===== src/rtl/ibex_fpu_wb.sv =====
// FPU writeback: registers FP results, queues integer-destination results behind the integer pipe, holds fcsr.
// Latency: FP write 1 cycle, integer write 2 cycles (1 with IBEX_FPU_WB_BYPASS_EN); fpu_ready_o drops while the FIFO is full.
module ibex_fpu_wb #(
    parameter int unsigned INT_FIFO_DEPTH = 2
) (
    input  logic        clk_i,
    input  logic        rst_ni,
    input  logic        fpu_valid_i,
    output logic        fpu_ready_o,
    input  logic        fpu_fp_we_i,
    input  logic        fpu_int_we_i,
    input  logic [4:0]  fpu_rd_addr_i,
    input  logic [31:0] fpu_wdata_i,
    input  logic [7:0]  fpu_status_i,
    input  logic        fpu_flags_en_i,
    input  logic        fpu_is_div_i,
    output logic        fp_rf_we_o,
    output logic [4:0]  fp_rf_waddr_o,
    output logic [31:0] fp_rf_wdata_o,
    input  logic        int_pipe_we_i,
    input  logic [4:0]  int_pipe_waddr_i,
    input  logic [31:0] int_pipe_wdata_i,
    output logic        int_rf_we_o,
    output logic [4:0]  int_rf_waddr_o,
    output logic [31:0] int_rf_wdata_o,
    input  logic        csr_we_i,
    input  logic [1:0]  csr_addr_i,
    input  logic [7:0]  csr_wdata_i,
    output logic [7:0]  csr_rdata_o,
    output logic [2:0]  frm_o,
    output logic [4:0]  fflags_o,
    output logic        int_pending_o
);

    localparam int unsigned PTR_W = $clog2(INT_FIFO_DEPTH);
    localparam int unsigned CNT_W = PTR_W + 1;

    logic [PTR_W-1:0] rd_ptr, wr_ptr;
    logic [CNT_W-1:0] fifo_count;
    logic [4:0]       fifo_addr [INT_FIFO_DEPTH];
    logic [31:0]      fifo_data [INT_FIFO_DEPTH];

    logic       accept, int_acc, bypass, push, pop, fifo_empty;
    logic       csr_fflags_we, flag_upd;
    logic [4:0] dec_flags, fflags_base;

    assign fifo_empty    = (fifo_count == '0);
    assign fpu_ready_o   = (fifo_count < CNT_W'(INT_FIFO_DEPTH));
    assign int_pending_o = !fifo_empty;

    assign accept  = fpu_valid_i && fpu_ready_o;
    // A result with both enables set goes to the FP file only.
    assign int_acc = accept && fpu_int_we_i && !fpu_fp_we_i;

`ifdef IBEX_FPU_WB_BYPASS_EN
    assign bypass = int_acc && fifo_empty && !int_pipe_we_i;
`else
    assign bypass = 1'b0;
`endif

    assign push = int_acc && !bypass;
    assign pop  = !int_pipe_we_i && !fifo_empty;

    // Depth is a power of two, so pointers wrap naturally.
    always_ff @(posedge clk_i or negedge rst_ni) begin
        if (!rst_ni) begin
            rd_ptr     <= '0;
            wr_ptr     <= '0;
            fifo_count <= '0;
        end else begin
            if (push) wr_ptr <= wr_ptr + PTR_W'(1);
            if (pop)  rd_ptr <= rd_ptr + PTR_W'(1);
            if (push && !pop)      fifo_count <= fifo_count + CNT_W'(1);
            else if (pop && !push) fifo_count <= fifo_count - CNT_W'(1);
        end
    end

    always_ff @(posedge clk_i) begin
        if (push) begin
            fifo_addr[wr_ptr] <= fpu_rd_addr_i;
            fifo_data[wr_ptr] <= fpu_wdata_i;
        end
    end

    always_ff @(posedge clk_i or negedge rst_ni) begin
        if (!rst_ni) begin
            fp_rf_we_o    <= 1'b0;
            fp_rf_waddr_o <= '0;
            fp_rf_wdata_o <= '0;
        end else begin
            fp_rf_we_o <= accept && fpu_fp_we_i;
            if (accept && fpu_fp_we_i) begin
                fp_rf_waddr_o <= fpu_rd_addr_i;
                fp_rf_wdata_o <= fpu_wdata_i;
            end
        end
    end

    // Integer pipe always wins; the FIFO drains only in its idle cycles.
    always_ff @(posedge clk_i or negedge rst_ni) begin
        if (!rst_ni) begin
            int_rf_we_o    <= 1'b0;
            int_rf_waddr_o <= '0;
            int_rf_wdata_o <= '0;
        end else if (int_pipe_we_i) begin
            int_rf_we_o    <= 1'b1;
            int_rf_waddr_o <= int_pipe_waddr_i;
            int_rf_wdata_o <= int_pipe_wdata_i;
        end else if (pop) begin
            int_rf_we_o    <= 1'b1;
            int_rf_waddr_o <= fifo_addr[rd_ptr];
            int_rf_wdata_o <= fifo_data[rd_ptr];
        end else if (bypass) begin
            int_rf_we_o    <= 1'b1;
            int_rf_waddr_o <= fpu_rd_addr_i;
            int_rf_wdata_o <= fpu_wdata_i;
        end else begin
            int_rf_we_o <= 1'b0;
        end
    end

    assign flag_upd  = accept && fpu_flags_en_i;
    assign dec_flags = flag_upd ? {fpu_status_i[2], fpu_status_i[7] & fpu_is_div_i,
                                   fpu_status_i[4], fpu_status_i[3], fpu_status_i[5]} : 5'b0;

    logic unused_status;
    assign unused_status = ^{fpu_status_i[6], fpu_status_i[1:0]};

    assign csr_fflags_we = csr_we_i && ((csr_addr_i == 2'd0) || (csr_addr_i == 2'd2));
    // Flags raised by an op in the same cycle survive a software write.
    assign fflags_base   = csr_fflags_we ? csr_wdata_i[4:0] : fflags_o;

    always_ff @(posedge clk_i or negedge rst_ni) begin
        if (!rst_ni) begin
            fflags_o <= '0;
            frm_o    <= '0;
        end else begin
            fflags_o <= fflags_base | dec_flags;
            if (csr_we_i && csr_addr_i == 2'd1)      frm_o <= csr_wdata_i[2:0];
            else if (csr_we_i && csr_addr_i == 2'd2) frm_o <= csr_wdata_i[7:5];
        end
    end

    always_comb begin
        csr_rdata_o = 8'h00;
        case (csr_addr_i)
            2'd0:    csr_rdata_o = {3'b000, fflags_o};
            2'd1:    csr_rdata_o = {5'b00000, frm_o};
            2'd2:    csr_rdata_o = {frm_o, fflags_o};
            default: csr_rdata_o = 8'h00;
        endcase
    end

endmodule


===== config.mk =====
export PLATFORM = sky130hd
export DESIGN_NAME = ibex_fpu_wb
export DESIGN_NICKNAME = d
export VERILOG_FILES = /design/src/rtl/ibex_fpu_wb.sv
export SDC_FILE = /design/constraint.sdc
export NUM_CORES = 1
export LEC_CHECK = 0
export CELL_PAD_IN_SITES_DETAIL_PLACEMENT = 1
export CELL_PAD_IN_SITES_GLOBAL_PLACEMENT = 1
export CORE_UTILIZATION = 25
export DETAILED_ROUTE_END_ITERATION = 12
export GPL_TIMING_DRIVEN = 0
export PLACE_DENSITY_LB_ADDON = 0.15
export SYNTH_ARGS = -nofsm -noshare
export SYNTH_HDL_FRONTEND = slang
export SYNTH_SLANG_ARGS = --single-unit
export TNS_END_PERCENT = 1

===== constraint.sdc =====
create_clock -name clk_i -period 6.9 [get_ports clk_i]
set_clock_uncertainty 0.2 [all_clocks]
set_input_delay 2.07 -clock clk_i [delete_from_list [all_inputs] [get_ports clk_i]]
set_output_delay 2.07 -clock clk_i [all_outputs]
set_load 0.03 [all_outputs]

==> results of run 1 <==
-- layout by cell type, fill, tap and decap left out, types with 4 or more instances in the layout --
cell type,netlist,routed
buf_6,7,7
clkbuf_1,9,9
nor2_1,47,47
o31ai_1,37,37
clkdlybuf4s50_1,0,189
nand2_1,42,42
inv_1,10,10
clkbuf_16,0,17
and2_1,5,4
inv_8,0,4
mux2_2,19,19
buf_2,4,4
nor2b_1,42,41
dfrtp_1,88,88
a211oi_1,37,37
edfxtp_1,74,74
mux2_4,19,19
buf_4,10,11
-- critical path, cell delays in order --
cell and delay, ns:
clkdlybuf4s50_1 0.61, buf_2 0.27, nor2b_1 0.25, nand2_1 0.08
o21ai_0 0.13, clkdlybuf4s50_1 0.72
-- stage by stage --
| step | util, % | TNS (ns) | power [uW] |
|---|---|---|---|
| after global placement | 34.35 | -14.70 | 3048 |
| after floorplan | - | 0 | 2352 |
| after global routing | 37.02 | 0 | 4256 |
| after CTS | 37.02 | 0 | 4104 |
| final | 37.02 | 0 | 4034 |
| after detailed placement | 34.63 | 0 | 3078 |
-- report_power, final --
| group | total [uW] | leakage [uW] | internal (uW) | switching, uW |
|---|---|---|---|---|
| Sequential | 1370 | 0.00171 | 1240 | 128 |
| Combinational | 1660 | 0.00170 | 728 | 935 |
| Clock | 1000 | 0.000302 | 583 | 421 |
| Total | 4030 | 0.00372 | 2550 | 1480 |
-- how the worst min path moves through the flow --
stage | start | end | slack [ns] | depth (start not counted)
floorplan | wr_ptr$_DFFE_PN0P_ | wr_ptr$_DFFE_PN0P_ | 0.26 | 1
global placement | wr_ptr$_DFFE_PN0P_ | wr_ptr$_DFFE_PN0P_ | 0.27 | 1
detailed placement | fp_rf_wdata_o[15]$_DFFE_PN0P_ | fp_rf_wdata_o[15]$_DFFE_PN0P_ | 0.29 | 1
CTS | fp_rf_wdata_o[15]$_DFFE_PN0P_ | fp_rf_wdata_o[15]$_DFFE_PN0P_ | 0.31 | 1
global route | fp_rf_wdata_o[15]$_DFFE_PN0P_ | fp_rf_wdata_o[15]$_DFFE_PN0P_ | 0.32 | 1
finish | fp_rf_wdata_o[15]$_DFFE_PN0P_ | fp_rf_wdata_o[15]$_DFFE_PN0P_ | 0.31 | 1
-- cells by family after synthesis --
family                     Yosys count
buffers and inverters               40
and+or+nand+nor                    143
DFF                                162
AOI/OAI and AO/OA                   91
xor gates and xnor gates             5
muxes                               38
adders and majority gates            1
-- metal layers --
| metal | vias up | part of all wire [%] | track usage, % |
|---|---|---|---|
| li1 | 2163 | - | - |
| met1 | 2266 | 43 | 17.88 |
| met2 | 138 | 48 | 24.64 |
| met3 | 18 | 6.9 | 4.395 |
| met4 | 0 | 1.6 | 5.088 |
| met5 | - | 0 | 0 |
-- registers in the layout (all words and copies together), names as in the netlist, 2 cells and up --
register        cells
fifo_data          64
fp_rf_wdata_o      32
int_rf_wdata_o     32
fifo_addr          10
fflags_o            5
fp_rf_waddr_o       5
int_rf_waddr_o      5
frm_o               3
fifo_count          2
-- final cells by class --
class                      instances  area share (%)
multi-input combinational        278           20.20
timing repair buffer             193           20.45
clock inverter                    15           2.029
buffer                            30           2.159
clock buffer                      17           4.422
tap                              335           4.357
sequential                       162           45.99
inverter                          10          0.3902
==> summary.md, run 1 <==
| Metric | Value |
|---|---|
| Status | `finished, final reports clean` |
| DIE AREA | `27070 um^2` |
| Design area | `9619 um^2` |
| Largest family of logic cells by synthesized area | `compound AO/OA/AOI/OAI gates` |
| Area taken by multi-input logic gates | `1943 um^2` |
| Root Buffer | `clkbuf_16` |
| Max_slew headroom | `about 56%` |
| Mux contribution to synthesized area | `between 7 and 8%` |
| Register area | `4424 um^2` |
| # fillers | `2752` |
| Tcrit/Tclk final | `92.70%` |
| Post-CTS Resized | `0` |
| Total I/O pin count | `195` |
| R2R Path End | `fifo_data[0][15]$_DFFE_PP_` |
| Sequential share of the synthesized area | `67.00%` |
| DIE HEIGHT | `164.5 um` |
| Synth async-reset ratio | `a little over half` |
| CP required | `roughly 4.6 ns` |
| GPL Wtd Cong | `about 0.73` |
| Hold Crit Class | `flip-flop to flip-flop` |
| Worst r2r src | `fifo_count[1]$_DFFE_PN0P_` |
| RSZ-0062 raised after global routing | `false` |
| Fin cells | `1040` |
| Synth-to-layout area growth | `45.66%` |
| Synthesized flop and latch total | `162` |
| Final routed DRC violation total | `0` |
| Minimum clock period | `approximately 6.4 ns` |
| Pins over their slew limit | `0` |
| Worst IR Drop VDD | `0.1613 mV` |
| Yosys top cell area share | `33.65%` |
| Max Cap Violations | `0` |
| Post-Syn Area per Cell | `13.76 um^2` |
| Most used DFF post-synth | `dfrtp_1` |
| Post-Synth Simple-Gate Area | `roughly a tenth` |
| Pwr dens | `between 400 and 500 nW/um^2` |
| Total number of vias | `4585` |
| CORE AREA | `roughly 26000 um^2` |
| Leakage | `0.003718 uW` |
| Top post-synthesis cells by area | `edfxtp_1 34%, dfrtp_1 33%, mux2_4 4.3%` |
| Area after DPL | `roughly 9000 um^2` |
| Post-synth EDFFs | `74` |
| Hold slack final | `0.3051 ns` |
| Register-to-Register Path Depth | `4` |
| Synthesized cell area | `roughly 6600 um^2` |
| Pre-CTS WS | `0.5084 ns` |
| Layout cell share with drive strength beyond 1 | `14.47%` |
| Antenna Violating Nets Remaining | `0` |
| Largest net degree at the start of global routing | `56` |
| Max clock buf depth | `2` |
| Yosys warnings | `0` |
| Detailed Route Iter0 Violations | `148` |
| Top-count cell post-synth | `dfrtp_1` |
| Post-Syn Instances | `480` |
| First-pass GRT wire length | `29390 um` |
| Synth Area in Compound Gates | `a little over a tenth` |
| Initial Util | `approximately 25%` |
| R2r setup slk | `between 4 and 5 ns` |
| CP max FO | `10` |
| Worst setup path end | `csr_rdata_o[2]` |
| Cts bufs inserted | `17` |
| Post-CTS Hold Fix Bufs | `0` |
| Post-CTS Setup Repair Bufs | `0` |
| Ant diodes | `0` |
| Most frequent cells after synthesis | `88 x dfrtp_1, 74 x edfxtp_1, 47 x nor2_1` |
| Worst-path clk slew | `roughly 0.060 ns` |
| Worst skew pair latency | `approximately 0.42 ns` |
| Dpl hpwl | `13640 um` |
| CP Capture Type | `output port` |
| Std cell rows | `59` |
| XOR/XNOR Fraction of Synth Area | `less than 1%` |
| Crit path arrival time | `just over 4 ns` |
| Synth Net Count | `roughly 580` |
| GRT Overall Usage | `14.70%` |
| Clock H-tree levels | `4` |
| Die span in x | `164.5 um` |
| Final-report hold violation count | `0` |
| Vias per inst | `4.409` |
| Total gr overflow | `0` |
| Final setup vio count | `0` |
| IO buf count | `190` |
| Layout net count | `approximately 790` |
| DR pass1 iterations | `6` |
| Crit Path Category | `primary input to output port` |
| Synth Area in Adders | `0.1895%` |
| Final WL | `19060 um` |
| Post-Place Cells | `1008` |
| Initial antenna violation count | `0` |
| Setup crit start kind | `primary input` |
| Crit. Startpoint | `csr_addr_i[0]` |
| Fmax | `around 160 MHz` |
| Post-synth top area cell | `edfxtp_1` |
| Distinct cells, synth | `30` |
| PnR worst setup slack | `0.5036 ns` |
| Clock Sinks | `162` |
| Vias in the first global route | `around 5000` |
| CTS tree | `yes` |
| Wire per inst | `18.33 um` |
| Actual slew at the worst max-slew pin | `0.6622 ns` |
Note: power is estimated with default switching activity, not from simulation.
==> inputs of run 2 (changes only) <==
Settings changed: CORE_MARGIN set to 1.
Clock period 6.9 ns to 6.6 ns, I/O delays scaled along.
==> results of run 2 <==
The final DEF is identical to that of run 1. Status: finished, final reports clean.
Among the figures that moved: setup slack after placement 0.5084 ns -> 0.3884 ns; setup slack after layout 0.5036 ns -> 0.3836 ns; register-to-register setup slack 4.70 ns -> 4.40 ns; total power 4034 uW -> 4217 uW; worst IR drop on VDD 0.1613 mV -> 0.1686 mV
